--- config.mk ---
export PLATFORM = sky130hd
export DESIGN_NAME = ravenoc_edge_sink
export DESIGN_NICKNAME = d
export VERILOG_FILES = /design/src/rtl/ravenoc_edge_sink_pkg.sv /design/src/rtl/ravenoc_edge_sink_vc_tracker.sv /design/src/rtl/ravenoc_edge_sink.sv
export SDC_FILE = /design/constraint.sdc
export NUM_CORES = 1
export LEC_CHECK = 0
export ABC_CLOCK_PERIOD_IN_PS = 1700
export CORE_MARGIN = 2
export CORE_UTILIZATION = 35
export CTS_CLUSTER_SIZE = 8
export DETAILED_ROUTE_END_ITERATION = 10
export PLACE_DENSITY_LB_ADDON = 0.12
export SLEW_MARGIN = 30
export SYNTH_ARGS = -nofsm -noshare
export SYNTH_HDL_FRONTEND = slang
export SYNTH_SLANG_ARGS = --single-unit
--- constraint.sdc ---
create_clock -name clk_noc -period 1.7 [get_ports clk_noc]
set_input_delay 0.51 -clock clk_noc [delete_from_list [all_inputs] [get_ports clk_noc]]
set_output_delay 0.51 -clock clk_noc [all_outputs]
set_load 0.005 [all_outputs]
--- src/rtl/ravenoc_edge_sink_pkg.sv ---
// Shared types and constants for the RaveNoC edge-port terminator.
package ravenoc_edge_sink_pkg;

    localparam int EDGE_CNT_WIDTH = 16;

    typedef enum logic {
        EDGE_BLOCK = 1'b0,
        EDGE_SINK  = 1'b1
    } edge_mode_t;

    typedef enum logic {
        EDGE_IDLE   = 1'b0,
        EDGE_IN_PKT = 1'b1
    } edge_vc_state_t;

    typedef enum logic [1:0] {
        HEAD_FLIT = 2'b00,
        BODY_FLIT = 2'b01,
        TAIL_FLIT = 2'b10,
        RSVD_FLIT = 2'b11
    } flit_type_t;

    // A single-VC link still needs a one-bit VC id port
    function automatic int vc_id_width(input int n_vc);
        return (n_vc > 1) ? $clog2(n_vc) : 1;
    endfunction

endpackage

--- src/rtl/ravenoc_edge_sink_vc_tracker.sv ---
// Per-VC packet framing tracker: follows HEAD/BODY/TAIL framing and flags
// newly seen packets and framing errors as single-cycle strobes.
module ravenoc_edge_vc_tracker
    import ravenoc_edge_sink_pkg::*;
(
    input  logic       clk,
    input  logic       rst,
    input  logic       flit_valid,
    input  flit_type_t flit_type,
    output logic       pkt_inc,
    output logic       err_inc
);

    edge_vc_state_t state_r;

    // Strobes depend on the current state so the top can count in the accept cycle
    always_comb begin
        pkt_inc = 1'b0;
        err_inc = 1'b0;
        if (flit_valid) begin
            case (flit_type)
                HEAD_FLIT: begin
                    pkt_inc = 1'b1;
                    err_inc = (state_r == EDGE_IN_PKT);
                end
                BODY_FLIT: err_inc = (state_r == EDGE_IDLE);
                TAIL_FLIT: err_inc = (state_r == EDGE_IDLE);
                RSVD_FLIT: err_inc = 1'b1;
                default:   err_inc = 1'b1;
            endcase
        end else begin
            pkt_inc = 1'b0;
            err_inc = 1'b0;
        end
    end

    // Framing FSM; BODY and reserved types never change state
    always_ff @(posedge clk or posedge rst) begin
        if (rst) begin
            state_r <= EDGE_IDLE;
        end else if (flit_valid) begin
            case (flit_type)
                HEAD_FLIT: state_r <= EDGE_IN_PKT;
                TAIL_FLIT: state_r <= EDGE_IDLE;
                BODY_FLIT: state_r <= state_r;
                RSVD_FLIT: state_r <= state_r;
                default:   state_r <= state_r;
            endcase
        end
    end

endmodule

--- src/rtl/ravenoc_edge_sink.sv ---
// Edge-port terminator for unused mesh boundary links (BLOCK or SINK mode).
// Optional first-error capture is built when RAVENOC_EDGE_CAPTURE_EN is defined.
module ravenoc_edge_sink
    import ravenoc_edge_sink_pkg::*;
#(
    parameter int         FLIT_WIDTH = 34,
    parameter int         N_VIRT_CHN = 3,
    parameter int         CNT_WIDTH  = EDGE_CNT_WIDTH,
    parameter edge_mode_t MODE       = EDGE_SINK,
    localparam int        VC_W       = vc_id_width(N_VIRT_CHN)
) (
    input  logic                  clk_noc,
    input  logic                  arst_noc,
    input  logic                  recv_valid,
    input  logic [VC_W-1:0]       recv_vc_id,
    input  logic [FLIT_WIDTH-1:0] recv_flit,
    output logic [N_VIRT_CHN-1:0] recv_ready,
    output logic                  send_valid,
    output logic [FLIT_WIDTH-1:0] send_flit,
    input  logic                  clr_i,
    output logic [CNT_WIDTH-1:0]  pkt_cnt_o,
    output logic [CNT_WIDTH-1:0]  err_cnt_o,
    output logic                  irq_o,
    output logic                  cap_vld_o,
    output logic [FLIT_WIDTH-1:0] cap_flit_o,
    output logic [VC_W-1:0]       cap_vc_o
);

    logic [N_VIRT_CHN-1:0] ready_r;
    logic [CNT_WIDTH-1:0]  pkt_cnt_r;
    logic [CNT_WIDTH-1:0]  err_cnt_r;
    logic [CNT_WIDTH-1:0]  pkt_nxt_s;
    logic [CNT_WIDTH-1:0]  err_nxt_s;
    logic                  irq_r;
    logic                  accept_s;
    logic                  in_range_s;
    logic                  pkt_ev_s;
    logic                  err_ev_s;
    logic [N_VIRT_CHN-1:0] vc_hit_s;
    logic [N_VIRT_CHN-1:0] pkt_inc_s;
    logic [N_VIRT_CHN-1:0] err_inc_s;
    flit_type_t            type_s;

    function automatic logic [CNT_WIDTH-1:0] sat_inc(input logic [CNT_WIDTH-1:0] v);
        return (&v) ? v : v + CNT_WIDTH'(1);
    endfunction

    // Ready comes up one clock after reset release and only in SINK mode
    always_ff @(posedge clk_noc or posedge arst_noc) begin
        if (arst_noc) begin
            ready_r <= {N_VIRT_CHN{1'b0}};
        end else begin
            ready_r <= (MODE == EDGE_SINK) ? {N_VIRT_CHN{1'b1}} : {N_VIRT_CHN{1'b0}};
        end
    end

    assign recv_ready = ready_r;
    assign send_valid = 1'b0;
    assign send_flit  = {FLIT_WIDTH{1'b0}};

    // All ready bits move together, so bit 0 also covers out-of-range VC ids
    assign accept_s   = recv_valid && ready_r[0];
    assign in_range_s = ({1'b0, recv_vc_id} < (VC_W + 1)'(N_VIRT_CHN));
    assign type_s     = flit_type_t'(recv_flit[FLIT_WIDTH-1 -: 2]);

    for (genvar i = 0; i < N_VIRT_CHN; i++) begin : g_vc
        assign vc_hit_s[i] = accept_s && in_range_s && (recv_vc_id == VC_W'(i));

        ravenoc_edge_vc_tracker u_tracker (
            .clk        (clk_noc),
            .rst        (arst_noc),
            .flit_valid (vc_hit_s[i]),
            .flit_type  (type_s),
            .pkt_inc    (pkt_inc_s[i]),
            .err_inc    (err_inc_s[i])
        );
    end

    assign pkt_ev_s = |pkt_inc_s;
    assign err_ev_s = (|err_inc_s) || (accept_s && !in_range_s);

    // Counter next-state: an event in the clear cycle still counts once
    always_comb begin
        pkt_nxt_s = pkt_cnt_r;
        err_nxt_s = err_cnt_r;
        if (clr_i) begin
            pkt_nxt_s = pkt_ev_s ? CNT_WIDTH'(1) : {CNT_WIDTH{1'b0}};
            err_nxt_s = err_ev_s ? CNT_WIDTH'(1) : {CNT_WIDTH{1'b0}};
        end else begin
            pkt_nxt_s = pkt_ev_s ? sat_inc(pkt_cnt_r) : pkt_cnt_r;
            err_nxt_s = err_ev_s ? sat_inc(err_cnt_r) : err_cnt_r;
        end
    end

    // Counters and sticky misroute interrupt
    always_ff @(posedge clk_noc or posedge arst_noc) begin
        if (arst_noc) begin
            pkt_cnt_r <= {CNT_WIDTH{1'b0}};
            err_cnt_r <= {CNT_WIDTH{1'b0}};
            irq_r     <= 1'b0;
        end else begin
            pkt_cnt_r <= pkt_nxt_s;
            err_cnt_r <= err_nxt_s;
            if (accept_s) begin
                irq_r <= 1'b1;
            end else if (clr_i) begin
                irq_r <= 1'b0;
            end
        end
    end

    assign pkt_cnt_o = pkt_cnt_r;
    assign err_cnt_o = err_cnt_r;
    assign irq_o     = irq_r;

`ifdef RAVENOC_EDGE_CAPTURE_EN
    logic                  cap_vld_r;
    logic [FLIT_WIDTH-1:0] cap_flit_r;
    logic [VC_W-1:0]       cap_vc_r;

    // First error after reset/clear is latched; a clear opens the window again
    always_ff @(posedge clk_noc or posedge arst_noc) begin
        if (arst_noc) begin
            cap_vld_r  <= 1'b0;
            cap_flit_r <= {FLIT_WIDTH{1'b0}};
            cap_vc_r   <= {VC_W{1'b0}};
        end else if (err_ev_s && (!cap_vld_r || clr_i)) begin
            cap_vld_r  <= 1'b1;
            cap_flit_r <= recv_flit;
            cap_vc_r   <= recv_vc_id;
        end else if (clr_i) begin
            cap_vld_r  <= 1'b0;
        end
    end

    assign cap_vld_o  = cap_vld_r;
    assign cap_flit_o = cap_flit_r;
    assign cap_vc_o   = cap_vc_r;
`else
    logic unused_payload_s;

    assign unused_payload_s = ^recv_flit[FLIT_WIDTH-3:0];
    assign cap_vld_o  = 1'b0;
    assign cap_flit_o = {FLIT_WIDTH{1'b0}};
    assign cap_vc_o   = {VC_W{1'b0}};
`endif

endmodule

# Yosys cells after proc, flatten, opt, wreduce, memory -nomap -nowiden
# Cells that the tools add are included.
totals:
  wordCells: 66
  input_bits: 40
  regBits: 37
  out_inout_bits: 108
op_classes:
  n_mux: 21
  n_bitwise: 4
  n_addsub: 2
  magnitude_cmp: 1
  n_eq_ne: 7
  reduce_logical: 24
op_table:
  columns: ["operator", "n"]
  rows:
  - ["16-bit two-way mux", 6]
  - ["16-bit by 1-bit adder with 16-bit output (second input constant)", 2]
  - ["16-bit AND reduction", 2]
  - ["1-bit two-way mux", 11]
  - ["2-bit AND reduction", 5]
  - ["1-bit case mux with 3 select lines", 3]
  - ["2-bit == test (second input constant)", 3]
  - ["1-bit logical AND", 6]
  - ["2-bit nonzero test", 3]
  - ["3-bit OR reduction", 2]
  - ["2-bit by 1-bit == test with 1-bit output (second input constant)", 2]
  - ["2-bit zero test", 2]
  - ["2-bit != test (second input constant)", 2]
  - ["1-bit inverter", 4]
  - ["2-bit OR reduction", 2]
  - ["2-bit less-than comparator (second input constant)", 1]
  - ["1-bit case mux with 2 select lines", 1]
  - ["1-bit zero test", 1]
  - ["1-bit logical OR", 1]

# Depth between registers and ports, before layout
logic_depth:
  word_depth: 8
  depth_mapped: 10
  ltp_nobuf: 8

# By module
# Synthesis repeated with hierarchy kept, for this count alone.
unflattened:
  cells_unflattened: 343
  hier_area_um2: 3090.5
modules_own_cells:
  columns: ["module", "n_inst", "seq_area_each_um2", "cells_each", "area_per_inst_um2"]
  rows:
  - ["ravenoc_edge_sink", 1, 850.8, 292, 2606.2]
  - ["ravenoc_edge_vc_tracker", 3, 25.0, 17, 161.4]

# Worst setup path before layout
# Ideal clock, no wire load.
synth_path:
  kind: "input to register"
  from: "in recv_flit[32]"
  to: "reg err_cnt_r[1] (netlist: err_cnt_o[1])"
  cell_stages: 10
  arrival_ps: 2028
  path_slack_ps: -460
  t_required_ps: 1568
  n_path_buf: 2
  setup_ps: 132
  path_cell_list: "inv_1 > ha_1 > nor2_1 > o21ai_0 > a221o_1 > nand3_2 > buf_2 > buf_2 > mux2i_1 > nor2_1"
synth_via:
  elab_chain_len: 8
  elab_cells_between_ends: 15
  cone_classes: "eq/ne (3); mux (6); reduce/logical (6)"
synth_rtl:
  columns: ["element", "line", "rtl"]
  rows:
  - ["start: declaration", "ravenoc_edge_sink.sv:16", "input logic [FLIT_WIDTH-1:0] recv_flit,"]
  - ["2-bit == test / 2-bit by 1-bit == test with 1-bit output (equally long branches)", "ravenoc_edge_sink_vc_tracker.sv:21", "case (flit_type)"]
  - ["2-bit OR reduction (no line)", null, null]
  - ["1-bit case mux with 3 select lines", "ravenoc_edge_sink_vc_tracker.sv:21", null]
  - ["1-bit two-way mux", "ravenoc_edge_sink_vc_tracker.sv:20", "if (flit_valid) begin"]
  - ["3-bit OR reduction *", "ravenoc_edge_sink.sv:80", "assign err_ev_s = (|err_inc_s) || (accept_s && !in_range_s);"]
  - ["1-bit logical OR *", "ravenoc_edge_sink.sv:80", null]
  - ["2-bit nonzero test (no line) *", null, null]
  - ["2-bit AND reduction (no line) *", null, null]
  - ["end signal: assignment", "ravenoc_edge_sink.sv:99", "err_cnt_r <= {CNT_WIDTH{1'b0}};"]
  - ["end signal: assignment", "ravenoc_edge_sink.sv:103", "err_cnt_r <= err_nxt_s;"]
  - ["end: declaration", "ravenoc_edge_sink.sv:31", "logic [CNT_WIDTH-1:0] err_cnt_r;"]
# Every way passes the cells marked *; elsewhere a longest branch is shown, timed or not.
# A chain may end at the register's enable or synchronous reset.

# Worst setup path in the final report
layout_path:
  from: "in recv_flit[33]"
  to: "reg err_cnt_r[7] (netlist: err_cnt_o[7])"
# The elaborated chain is that of the path after synthesis.

==> flow_metrics.py <==
metrics = {
    "yosys": {
        "synth_xor_area_share_pct": 4.41,
        "synth_edf_count": 0,
        "syn_inst": 297,
        "seq_area_frac_synth_pct": 35.8,
        "synth_top_area_cell": "dfrtp_1",
        "synthMuxAreaShare_pct": 0.775,
        "syn_avg_cell_area_sq_um": 8.70,
        "synth_area_sq_um": 2580,
        "ys_ff_latch": 37,
        "yosys.area_share.simple_pct": 19.9,
        "ys_types": 41,
        "synth_top_family_by_area": "buffers and inverters",
        "synth-main-ff-cell": "dfrtp_1",
        "yosysTopAreaCellShare_pct": 35.8,
        "yosysWarnings": 0,
        "synth_fa_ha_area_share_pct": 2.91,
        "synth-compound-area-share_pct": 11.2,
        "synthTopCellsByArea": "dfrtp_1 (36%), buf_4 (22%), nor2_1 (3.3%), a21oi_1 (3.3%), ha_1 (2.9%)",
        "async_reset_ff_share_pct": 100,
    },
    "clock_network": {
        "clkLatencyLatePin_ns": 0.30,
        "clock_path_buffers": 2,
        "clkTransAtPathRegs_ns": 0.07,
        "cts_hold_buffers": 0,
        "cts_buffers": 5,
        "htree_num_levels": 2,
        "root_buffer": "clkbuf_8",
        "clkSinkCount": 37,
        "cts_tree": "built",
    },
    "hold_path": {
        "hold_end": "g_vc[1].u_tracker.state_r",
        "hold_path_class": "register to register",
        "min_from": "g_vc[1].u_tracker.state_r",
        "holdPathStages": 2,
    },
    "critical_path": {
        "end_kind": "register",
        "cp.required_ns": 1.92,
        "crit_slowest_cell": "or4_1",
        "critical-path-top-delay-family": "simple AND/OR/NAND/NOR gates",
        "r2r_cells": 8,
        "cp_num_buf_inv": 4,
        "startpoint_type": "primary input",
        "timing.rr.start": "g_vc[2].u_tracker.state_r",
        "rrSetupSlack_ns": -0.23,
        "critPathKind": "primary input to register",
        "cp_common_cell": "buf_6",
        "reg2reg_to": "err_cnt_o[7]",
        "worstPathMaxFanout": 5,
        "crit_arrival_ns": 2.24,
        "slowest_delay_ns": 0.39,
        "path_cells": "buf_12 -> inv_12 -> ha_4 -> nand2b_1 -> a22o_1 -> a21oi_4 -> nand3_4 -> buf_6 -> buf_6 -> or4_1 -> a21oi_1",
    },
    "route": {
        "drc": 0,
        "first_iter_violations": 50,
        "ant_nets": 0,
        "vias": 2320,
        "wirelength_microns": 6180,
        "drt_pass1_iterations": 6,
        "vias_per_cell": 4.40,
        "wl_per_cell_microns": 11.7,
    },
    "timing": {
        "fin_crit_sh_pct": 119,
        "setup_ws_ns": -0.318,
        "rsz0062_at_grt": "yes",
        "finalSetupViolations": 20,
        "period_minus_slack_ns": 2.02,
        "fmax_ghz": 0.496,
        "final-hold-violation-count": 0,
        "whs_ns": 0.530,
        "slew_viol_final": 0,
        "skew_ns": 0.00824,
        "tns_ns": -3.77,
    },
    "pwr": {
        "powerDensity_nw_per_um2": 524,
        "leakagePower_nw": 2.02,
        "ir_drop_mv": 0.319,
    },
    "layout": {
        "ff_latch_area_sq_um": 928,
        "nets": 473,
        "nFillCells": 688,
        "antenna_cells": 0,
        "final_layout_size_suffix_gt1_share_pct": 34.3,
        "final_area_sq_um": 3970,
        "syn_to_final_growth_pct": 53.7,
        "multiInputGateArea_sq_um": 1560,
    },
    "placed_design": {
        "preCtsSetupSlack_ns": -1.13,
        "place_congestion": 0.739,
        "placedInstanceArea_sq_um": 3300,
        "port_buffers": 43,
        "place_hpwl_microns": 4160,
    },
    "grt": {
        "grt_pass1_vias": 2109,
        "antenna_found_initial": 0,
        "track_usage_pct": 14.7,
        "gr-total-overflow": 0,
        "grt_pass1_wl_microns": 9780,
        "grt_start_max_net_pins": 38,
    },
    "die": {
        "rows": 31,
        "io_pins": 148,
        "die_h_microns": 89.9,
        "initial_core_util_pct": 35.8,
        "core_area_sq_um": 7210,
        "die_area_sq_um": 8090,
        "chipWidth_microns": 89.9,
    },
    "job": {
        "cap_violations": 0,
    },
    "outcome": {
        "status": "finished, violations left",
        "violations": "negative setup slack",
    },
}
[cells in the final DEF (no fill, tap or decap), drive strengths merged, types with 3 or more instances in the layout]
master and count:
dlygate4sd2 34, or3 8, xnor2 8, clkbuf 6, nor3 9, nand2 15, nand4 4, conb 73
xor2 5, or4 7, buf 92, o21ai 14, and3 3, dfrtp 37, inv 12, nor2 23
nand3 16, o31ai 7, a21oi 18, dlymetal6s2s 5, ha 6
[through the flow]
step	std cells	total power [mW]	utilization (%)
detailed placement	485	1.22	45.7
floorplan	368	1.22	-
global route	527	2.19	55.0
global placement	485	1.21	45.7
CTS	519	2.09	51.8
finish	527	2.08	55.0
[sequential cells by signal, indices dropped and copies added (netlist names)]
| signal | cells |
|---|---|
| err_cnt_o | 16 |
| pkt_cnt_o | 16 |
| g_vc.u_tracker.state_r | 3 |
| irq_o | 1 |
| recv_ready | 1 |
[report_power, final]
part	leakage, nW	internal, mW	switching (mW)
combinational	1.46	0.155	0.181
sequential	0.501	0.906	0.0220
clock	0.0574	0.477	0.339
total	2.02	1.54	0.541
[cells by family (layout without fill, tap and decap cells)]
logic type,after synthesis,count (layout)
muxes,2,2
xor gates and xnor gates,13,13
other,2,73
AOI/OAI and AO/OA,48,48
adders and majority gates,6,6
and+or+nand+nor,96,96
buffers and inverters,93,153
DFF,37,37
[worst min-delay path: stages, from the launching register on]
cell and delay [ns]:
dfrtp_1 0.38, nand2_1 0.05, o21ai_0 0.06
[timing repair]
action                                  CTS  global route
pin swaps                                24            26
cloned                                    2             0
resized for setup                        79            47
setup buffers                            24            10
endpoints found under the setup margin   70            37
[cell usage after synthesis (2+ instances only)]
master	number
conb_1	2
mux2i_1	2
inv_1	12
nand2b_1	2
xor2_1	5
or3_1	8
nor3_1	9
nand4_1	3
and3_1	3
clkbuf_1	4
nor2_1	23
nand3_1	14
or4_1	7
nand2_1	15
a21oi_1	17
nand3_2	2
dfrtp_1	37
ha_1	6
o21ai_1	2
buf_4	74
o31ai_1	7
o21ai_0	12
xnor2_1	8
buf_2	2
and4_1	2
nand3b_1	2
and2_1	2
o211ai_1	2
[how the worst max path moves through the flow]
stage / from / depth (start not counted) / slack (ns) / endpoint
2_1_floorplan: recv_flit[32] / 9 / -0.37 / err_cnt_o[15]
3_3_place_gp: recv_flit[32] / 11 / -1.04 / err_cnt_o[10]
3_5_place_dp: recv_flit[32] / 11 / -1.13 / err_cnt_o[10]
4_1_cts: recv_flit[33] / 11 / -0.43 / err_cnt_o[10]
5_1_grt: recv_flit[33] / 11 / -0.36 / err_cnt_o[7]
6_report: recv_flit[33] / 11 / -0.32 / err_cnt_o[7]
[final cells by class]
| type | count | area share (%) |
|---|---|---|
| Multi-Input combinational cell | 238 | 39.2 |
| Clock buffer | 6 | 2.08 |
| Inverter | 12 | 1.76 |
| Timing Repair Buffer | 133 | 29.6 |
| Sequential cell | 37 | 23.4 |
| Clock inverter | 2 | 0.945 |
| Tap cell | 99 | 3.12 |
[per-layer routing]
layer | wire (microns) | vias up | track usage, %
li1 | - | 1130 | -
met1 | 2770 | 1108 | 19.3
met2 | 3010 | 74 | 24.1
met3 | 314 | 8 | 3.44
met4 | 82 | 0 | 4.74
met5 | 0 | - | 0
No activity file was read; power rests on OpenSTA's default activity.
